### src/rtl/ifetch_queue.sv
// Fetch front end: owns the fetch PC, issues in-order imem requests and buffers returns in a DEPTH-entry queue.
// Optional IFQ_BYPASS_EN: a response that fills the empty head is presented to decode in the same cycle.
module ifetch_queue #(
  parameter int          DEPTH     = 4,
  parameter int          MAX_OUTST = 2,
  parameter logic [31:0] RESET_PC  = 32'h80000000
) (
  input  logic                       clk,
  input  logic                       reset,
  output logic                       imem_req,
  output logic [31:0]                imem_addr,
  input  logic                       imem_gnt,
  input  logic                       imem_rvalid,
  input  logic [31:0]                imem_rdata,
  input  logic                       redirect,
  input  logic [31:0]                redirect_pc,
  input  logic                       if_ready,
  output logic                       if_valid,
  output logic [31:0]                if_instr,
  output logic [31:0]                if_ia,
  output logic [31:0]                if_pc4,
  output logic [$clog2(DEPTH):0]     ifq_count
);

  localparam int PW = $clog2(DEPTH);
  localparam int CW = PW + 1;
  localparam int OW = $clog2(MAX_OUTST + 1) + 1;

  function automatic logic [31:0] pc_inc(input logic [31:0] pc);
    return {pc[31], pc[30:0] + 31'd4};
  endfunction

  logic [31:0]   pc_q, pc_d;
  logic [PW-1:0] head_q, head_d, tail_q, tail_d;
  logic [CW-1:0] cnt_q, cnt_d;
  logic [OW-1:0] outst_q, outst_d, drop_q, drop_d;
  logic [31:0]   ia_q    [DEPTH];
  logic [31:0]   instr_q [DEPTH];

  logic [OW:0]   inflight;
  logic [PW-1:0] fill_idx;
  logic          head_ready, rsp_fill, rsp_drop, rsp_any, byp, push, pop, wr_fill;

  // Filled entries are the oldest (cnt - outst) slots; pending ones sit just behind the tail.
  assign inflight   = {1'b0, outst_q} + {1'b0, drop_q};
  assign fill_idx   = tail_q - PW'(outst_q);
  assign head_ready = cnt_q != CW'(outst_q);
  assign rsp_any    = imem_rvalid && (inflight != '0);
  assign rsp_fill   = imem_rvalid && (drop_q == '0) && (outst_q != '0) && !redirect;
  assign rsp_drop   = imem_rvalid && (drop_q != '0);

`ifdef IFQ_BYPASS_EN
  assign byp = rsp_fill && !head_ready;
`else
  assign byp = 1'b0;
`endif

  assign imem_req  = !reset && !redirect && (cnt_q < CW'(DEPTH)) &&
                     (inflight < (OW + 1)'(MAX_OUTST));
  assign imem_addr = pc_q;
  assign if_valid  = !reset && !redirect && (head_ready || byp);
  assign if_ia     = if_valid ? ia_q[head_q] : 32'd0;
  assign if_instr  = !if_valid ? 32'd0 : (byp ? imem_rdata : instr_q[head_q]);
  assign if_pc4    = if_valid ? pc_inc(ia_q[head_q]) : 32'd0;
  assign ifq_count = reset ? '0 : cnt_q;

  assign push    = imem_req && imem_gnt;
  assign pop     = if_valid && if_ready;
  assign wr_fill = rsp_fill && !(byp && pop);

  always_comb begin
    pc_d    = pc_q;
    head_d  = head_q;
    tail_d  = tail_q;
    cnt_d   = cnt_q;
    outst_d = outst_q;
    drop_d  = drop_q;
    if (redirect) begin
      pc_d    = redirect_pc;
      head_d  = '0;
      tail_d  = '0;
      cnt_d   = '0;
      outst_d = '0;
      drop_d  = OW'(inflight - (OW + 1)'(rsp_any));
    end else begin
      if (push) pc_d = pc_inc(pc_q);
      tail_d  = tail_q + PW'(push);
      head_d  = head_q + PW'(pop);
      cnt_d   = cnt_q + CW'(push) - CW'(pop);
      outst_d = outst_q + OW'(push) - OW'(rsp_fill);
      drop_d  = drop_q - OW'(rsp_drop);
    end
  end

  always_ff @(posedge clk) begin
    if (reset) begin
      pc_q    <= RESET_PC;
      head_q  <= '0;
      tail_q  <= '0;
      cnt_q   <= '0;
      outst_q <= '0;
      drop_q  <= '0;
    end else begin
      pc_q    <= pc_d;
      head_q  <= head_d;
      tail_q  <= tail_d;
      cnt_q   <= cnt_d;
      outst_q <= outst_d;
      drop_q  <= drop_d;
    end
  end

  // Slot payload carries no reset; occupancy is tracked by the control registers above.
  always_ff @(posedge clk) begin
    if (push) ia_q[tail_q] <= pc_q;
    if (wr_fill) instr_q[fill_idx] <= imem_rdata;
  end

endmodule
### config.mk
export PLATFORM = sky130hd
export DESIGN_NAME = ifetch_queue
export DESIGN_NICKNAME = d
export VERILOG_FILES = /design/src/rtl/ifetch_queue.sv
export SDC_FILE = /design/constraint.sdc
export NUM_CORES = 1
export LEC_CHECK = 0
export CORE_ASPECT_RATIO = 0.8
export CORE_MARGIN = 2
export CORE_UTILIZATION = 40
export CTS_CLUSTER_SIZE = 40
export DETAILED_ROUTE_END_ITERATION = 12
export MAX_ROUTING_LAYER = met4
export PLACE_DENSITY = 0.72
export SLEW_MARGIN = 10
export SYNTH_ARGS = -nofsm -noshare
export SYNTH_HDL_FRONTEND = slang
export SYNTH_SLANG_ARGS = --single-unit
### constraint.sdc
create_clock -name clk -period 4.7 [get_ports clk]
set_clock_uncertainty 0.15 [all_clocks]
set_input_delay 0.705 -clock clk [delete_from_list [all_inputs] [get_ports clk]]
set_output_delay 0.705 -clock clk [all_outputs]
set_load 0.1 [all_outputs]
# Yosys cells after proc, flatten, opt, wreduce, memory -nomap -nowiden
# Memories as Yosys holds them, arrays and structs flattened. A register that Yosys moved wholly into a read port is not among the register bits.
# Cells that the tools add are included.
# W data, S select, Z words.
[totals]
reg_bits = 45
mem_bits_rw = 256
output_inout_bits = 133
mem_count = 2
[memory_table]
columns = ["memory", "words", "word_bits", "rd", "rd_ports_with_merged_regs", "wr", "line_no", "text"]
rows = [
  ["ia_q", 4, 32, 1, 1, 1, "37", "logic [31:0] ia_q [DEPTH];"],
  ["instr_q", 4, 32, 1, 1, 1, "38", "logic [31:0] instr_q [DEPTH];"],
]
[op_classes]
n_addsub = 12
magnitude_cmp = 2
eq_ne = 1
n_mux = 13
n_reduce_logical = 19
[op_table]
columns = ["op", "count"]
rows = [
  ["$mux W32", 4],
  ["$add A31 B3 Y31 const B", 2],
  ["$mux W31", 1],
  ["$sub A3 B1 Y3", 4],
  ["$logic_and A1 B1 Y1", 11],
  ["$add A3 B1 Y3", 2],
  ["$mux W3", 2],
  ["$reduce_bool A3 Y1", 2],
  ["$add A2 B1 Y2", 2],
  ["$add A3 B3 Y4", 1],
  ["$lt A4 B2 Y1 const B", 1],
  ["$mux W1", 4],
  ["$mux W2", 2],
  ["$reduce_bool A4 Y1", 1],
  ["$logic_not A3 Y1", 1],
  ["$lt A3 B3 Y1 const B", 1],
  ["$ne A3 B3 Y1", 1],
  ["$logic_not A1 Y1", 2],
  ["$reduce_bool A2 Y1", 1],
  ["$reduce_or A2 Y1", 1],
  ["$sub A2 B2 Y2", 1],
]

# Longest topological paths before layout
[depth]
depth_word = 7
mapped_depth = 16
mapped_depth_nobuf = 14

# Least setup slack after synthesis
# Ideal clock, no wire load.
[synth_timing]
path_kind = "register to register"
from = "reg outst_q[0]"
to = "mem ia_q[0][0], enable pin"
setup_ps = 461
arrival_ps = 4722
t_required_ps = 4089
setup_slack_ps = -633
stages_incl_launch_ff = 10
path_buffers = 2
synth_period_minus_slack_ps = 5333
cell_sequence = "dfxtp_1 ha_1 fa_1 xnor2_1 o2111ai_1 inv_2 nand2_1 clkbuf_1 clkbuf_1 nor3_1"
[synth_via]
elab_chain_len = 6
[synth_rtl]
columns = ["element", "line_no", "text"]
rows = [
  ["from (decl)", "36", "logic [OW-1:0] outst_q, outst_d, drop_q, drop_d;"],
  ["from (signal assigned)", "108", "outst_q <= outst_d;"],
  ["$add A3 B3 Y4", "45", "assign inflight = {1'b0, outst_q} + {1'b0, drop_q};"],
  ["$lt A4 B2 Y1", "59", "(inflight < (OW + 1)'(MAX_OUTST));"],
  ["$logic_and A1 B1 Y1", "58", "assign imem_req = !reset && !redirect && (cnt_q < CW'(DEPTH)) &&"],
  ["via imem_req", "10", "output logic imem_req,"],
  ["$logic_and A1 B1 Y1", "67", "assign push = imem_req && imem_gnt;"],
  ["$mux W1", "115", "if (push) ia_q[tail_q] <= pc_q;"],
  ["$mux W1 (not written as such)", "115", ""],
  ["to (decl)", "37", ""],
]
# The timed path passes the listed nets, and every way through them passes these cells.

==> results.toml <==
[pwr]
leakagePower_nw = 5.85
powerDensity_mw_per_mm2 = 336
ir_drop_mv = 0.275
p_total_w = 0.00593

[logic_synthesis]
async_flop_share_pct = 0
syn_inst = 864
ys_types = 56
ys.flop_type = "edfxtp_1"
yosysSeqAreaShare_pct = 65.5
synth_fp_nets = 953
avgSynthCellArea_sq_um = 15.2
synth_seq_cells = 301
synth_edf_count = 256
yosys_warnings = 0
synth.largest_area_cell = "edfxtp_1"
synth_area_leaders = "edfxtp_1, mux4_2, dfxtp_1, and2_1, ha_1"
syn_area_sq_mm = 0.0131
synth_top_area_share_pct = 58.6

[clock_network]
cts_tree = "done"
insertion_delay_ps = 540
clk_path_buf_depth = 3
root_buffer = "clkbuf_16"
numCtsBuffers = 31
post-cts-setup-buffer-count = 0
cts_resized = 0
ctsHoldBuffers = 0
clock-sinks = 301
clk_pin_slew_worst_paths_ps = 60
htreeDepth = 1

[sta]
tns_ps = 0
fmax_mhz = 227
rsz0062_at_grt = "false"
finalHoldViolations = 0
period_share_pct = 93.9
relSlewSlack_pct = 29.6
tightest_slew_ps = 1050
period_minus_slack_ps = 4410
slew_viol_final = 0
setup-violations-final = 0
holdWs_ps = 404

[layout]
areaGrowthSynthToFinish_pct = 34.4
drive_gt1_share_pct = 22.8
fin_nets = 1158
layout_common_cells = "edfxtp_1, clkdlybuf4s50_1, buf_12, and2_1, mux4_2"
num-fill-cells = 2523
final_common_cell = "edfxtp_1"

[grt]
grt_max_degree = 43
grt_pass1_vias = 8288
antenna_found_initial = 2
grt-ovfl-total = 0
grt_pass1_wl_mm = 49.0
grt_use_total_pct = 19.3

[place]
io_buffers = 202
routabilityCongestion = 0.879
dpl.hpwl_mm = 22.0

[outcome]
status = "finished clean"

[detailed_routing]
drc = 0
dr.pass1.iters = 5
via_per_inst = 5.55
drtIter0Drc = 779
wire_per_inst_um = 21.2
vias = 8434
wl_mm = 32.3
ant_nets = 0

[floorplanning]
core_sq_mm = 0.0324
io_pins = 203
dieArea_sq_mm = 0.0342
row_count = 59
initial_core_util_pct = 40.5
die_h_um = 166
fp.dieW_um = 206

[worst_hold_path]
hold_class = "reg -> reg"

[critical_path]
crit_arrival_ps = 3560
crit_fanout = 19
crit_path_end_kind = "output port"
path_class = "reg -> out"
crit_path_start_kind = "flip-flop"
worst_ep_required_time_ps = 3850

[run]
drv_cap = 0
## synthesized netlist by cell type, types with 4 or more instances
| cell type | count |
|---|---|
| o21ai_0 | 10 |
| a31oi_1 | 23 |
| nor4_1 | 5 |
| mux2_1 | 6 |
| nor2b_1 | 5 |
| ha_1 | 16 |
| and3_1 | 7 |
| nand4_1 | 13 |
| nand3_1 | 21 |
| clkbuf_1 | 33 |
| buf_4 | 5 |
| a211oi_1 | 6 |
| xnor2_1 | 10 |
| a22oi_1 | 4 |
| a21oi_1 | 19 |
| nor2_1 | 36 |
| xor2_1 | 15 |
| edfxtp_1 | 256 |
| inv_1 | 22 |
| nand2_1 | 48 |
| buf_2 | 7 |
| o311ai_1 | 8 |
| nor3_1 | 20 |
| o31ai_1 | 5 |
| or3_1 | 16 |
| o211ai_1 | 6 |
| mux4_2 | 63 |
| dfxtp_1 | 45 |
| and2_1 | 75 |
| and4_1 | 6 |
| or4_1 | 14 |
## final timing paths
| path | from | to | slack, ps | depth (start not counted) |
|---|---|---|---|---|
| max reg2reg | outst_q[0] | cnt_q[2] | 990 | 14 |
| min | imem_addr[0] | ia_q[2][0] | 400 | 0 |
| min reg2reg | imem_addr[0] | ia_q[2][0] | 400 | 0 |
| max | head_q[1] | if_pc4[27] | 290 | 7 |
## layer usage
layer  wire (um)  vias to the layer above  track usage [%]
met5           0                        -                -
met4         555                        0             4.53
met3        2310                       48             2.59
met2       14500                      327             27.8
met1       14900                     4265             29.1
li1            -                     3794                -
## through the flow
stage / cells / util [%] / instance area (sq um) / setup slack (ps)
6_report: 1521 / 54.4 / 17600 / 289
4_1_cts: 1520 / 54.4 / 17600 / 126
2_1_floorplan: 864 / - / 13100 / -633
3_3_place_gp: 1463 / 51.2 / 16600 / 719
5_1_grt: 1521 / 54.4 / 17600 / 61.2
3_5_place_dp: 1463 / 51.2 / 16600 / 632
## worst max-delay path, stage by stage (launching register included)
cell and delay, ps:
dfxtp_2 650, buf_4 280, mux4_2 300, nand4_2 160, or4_4 650, or4_1 500, a21oi_1 260, buf_12 210
## where the power goes
group | internal, W | switching [W] | total (W)
Sequential | 0.00293 | 0.0000614 | 0.00299
Clock | 0.00142 | 0.000979 | 0.00240
Combinational | 0.000185 | 0.000347 | 0.000533
Total | 0.00454 | 0.00139 | 0.00593
## cell families (layout without fill, tap and decap cells)
group                      after synthesis  count (layout)  synth area share, %
DFF                                    301             301                 65.5
buffers and inverters                   73             302                 2.54
other                                    0               1                    0
adders and majority gates               19              19                 1.99
AOI/OAI and AO/OA                       95              95                 4.79
muxes                                   74              74                 11.9
and+or+nand+nor                        277             277                 11.7
xor gates and xnor gates                25              25                 1.67
## state kept, by name, indices dropped and copies added, names as in the netlist
register   cells
tail_q         2
outst_q        3
ia_q         128
cnt_q          3
imem_addr     32
instr_q      128
drop_q         3
head_q         2
## layout make-up
class                           count  area (sq um)  area share, %
Clock buffer                       39           836           4.74
Multi-Input combinational cell    490          4230           24.0
Sequential cell                   301          8590           48.8
Antenna cell                        1          2.50         0.0142
Clock inverter                     18           176           1.00
Inverter                           24          90.1          0.511
Tap cell                          427           534           3.03
Timing Repair Buffer              221          3160           17.9
Note: power is estimated with default switching activity, not from simulation.
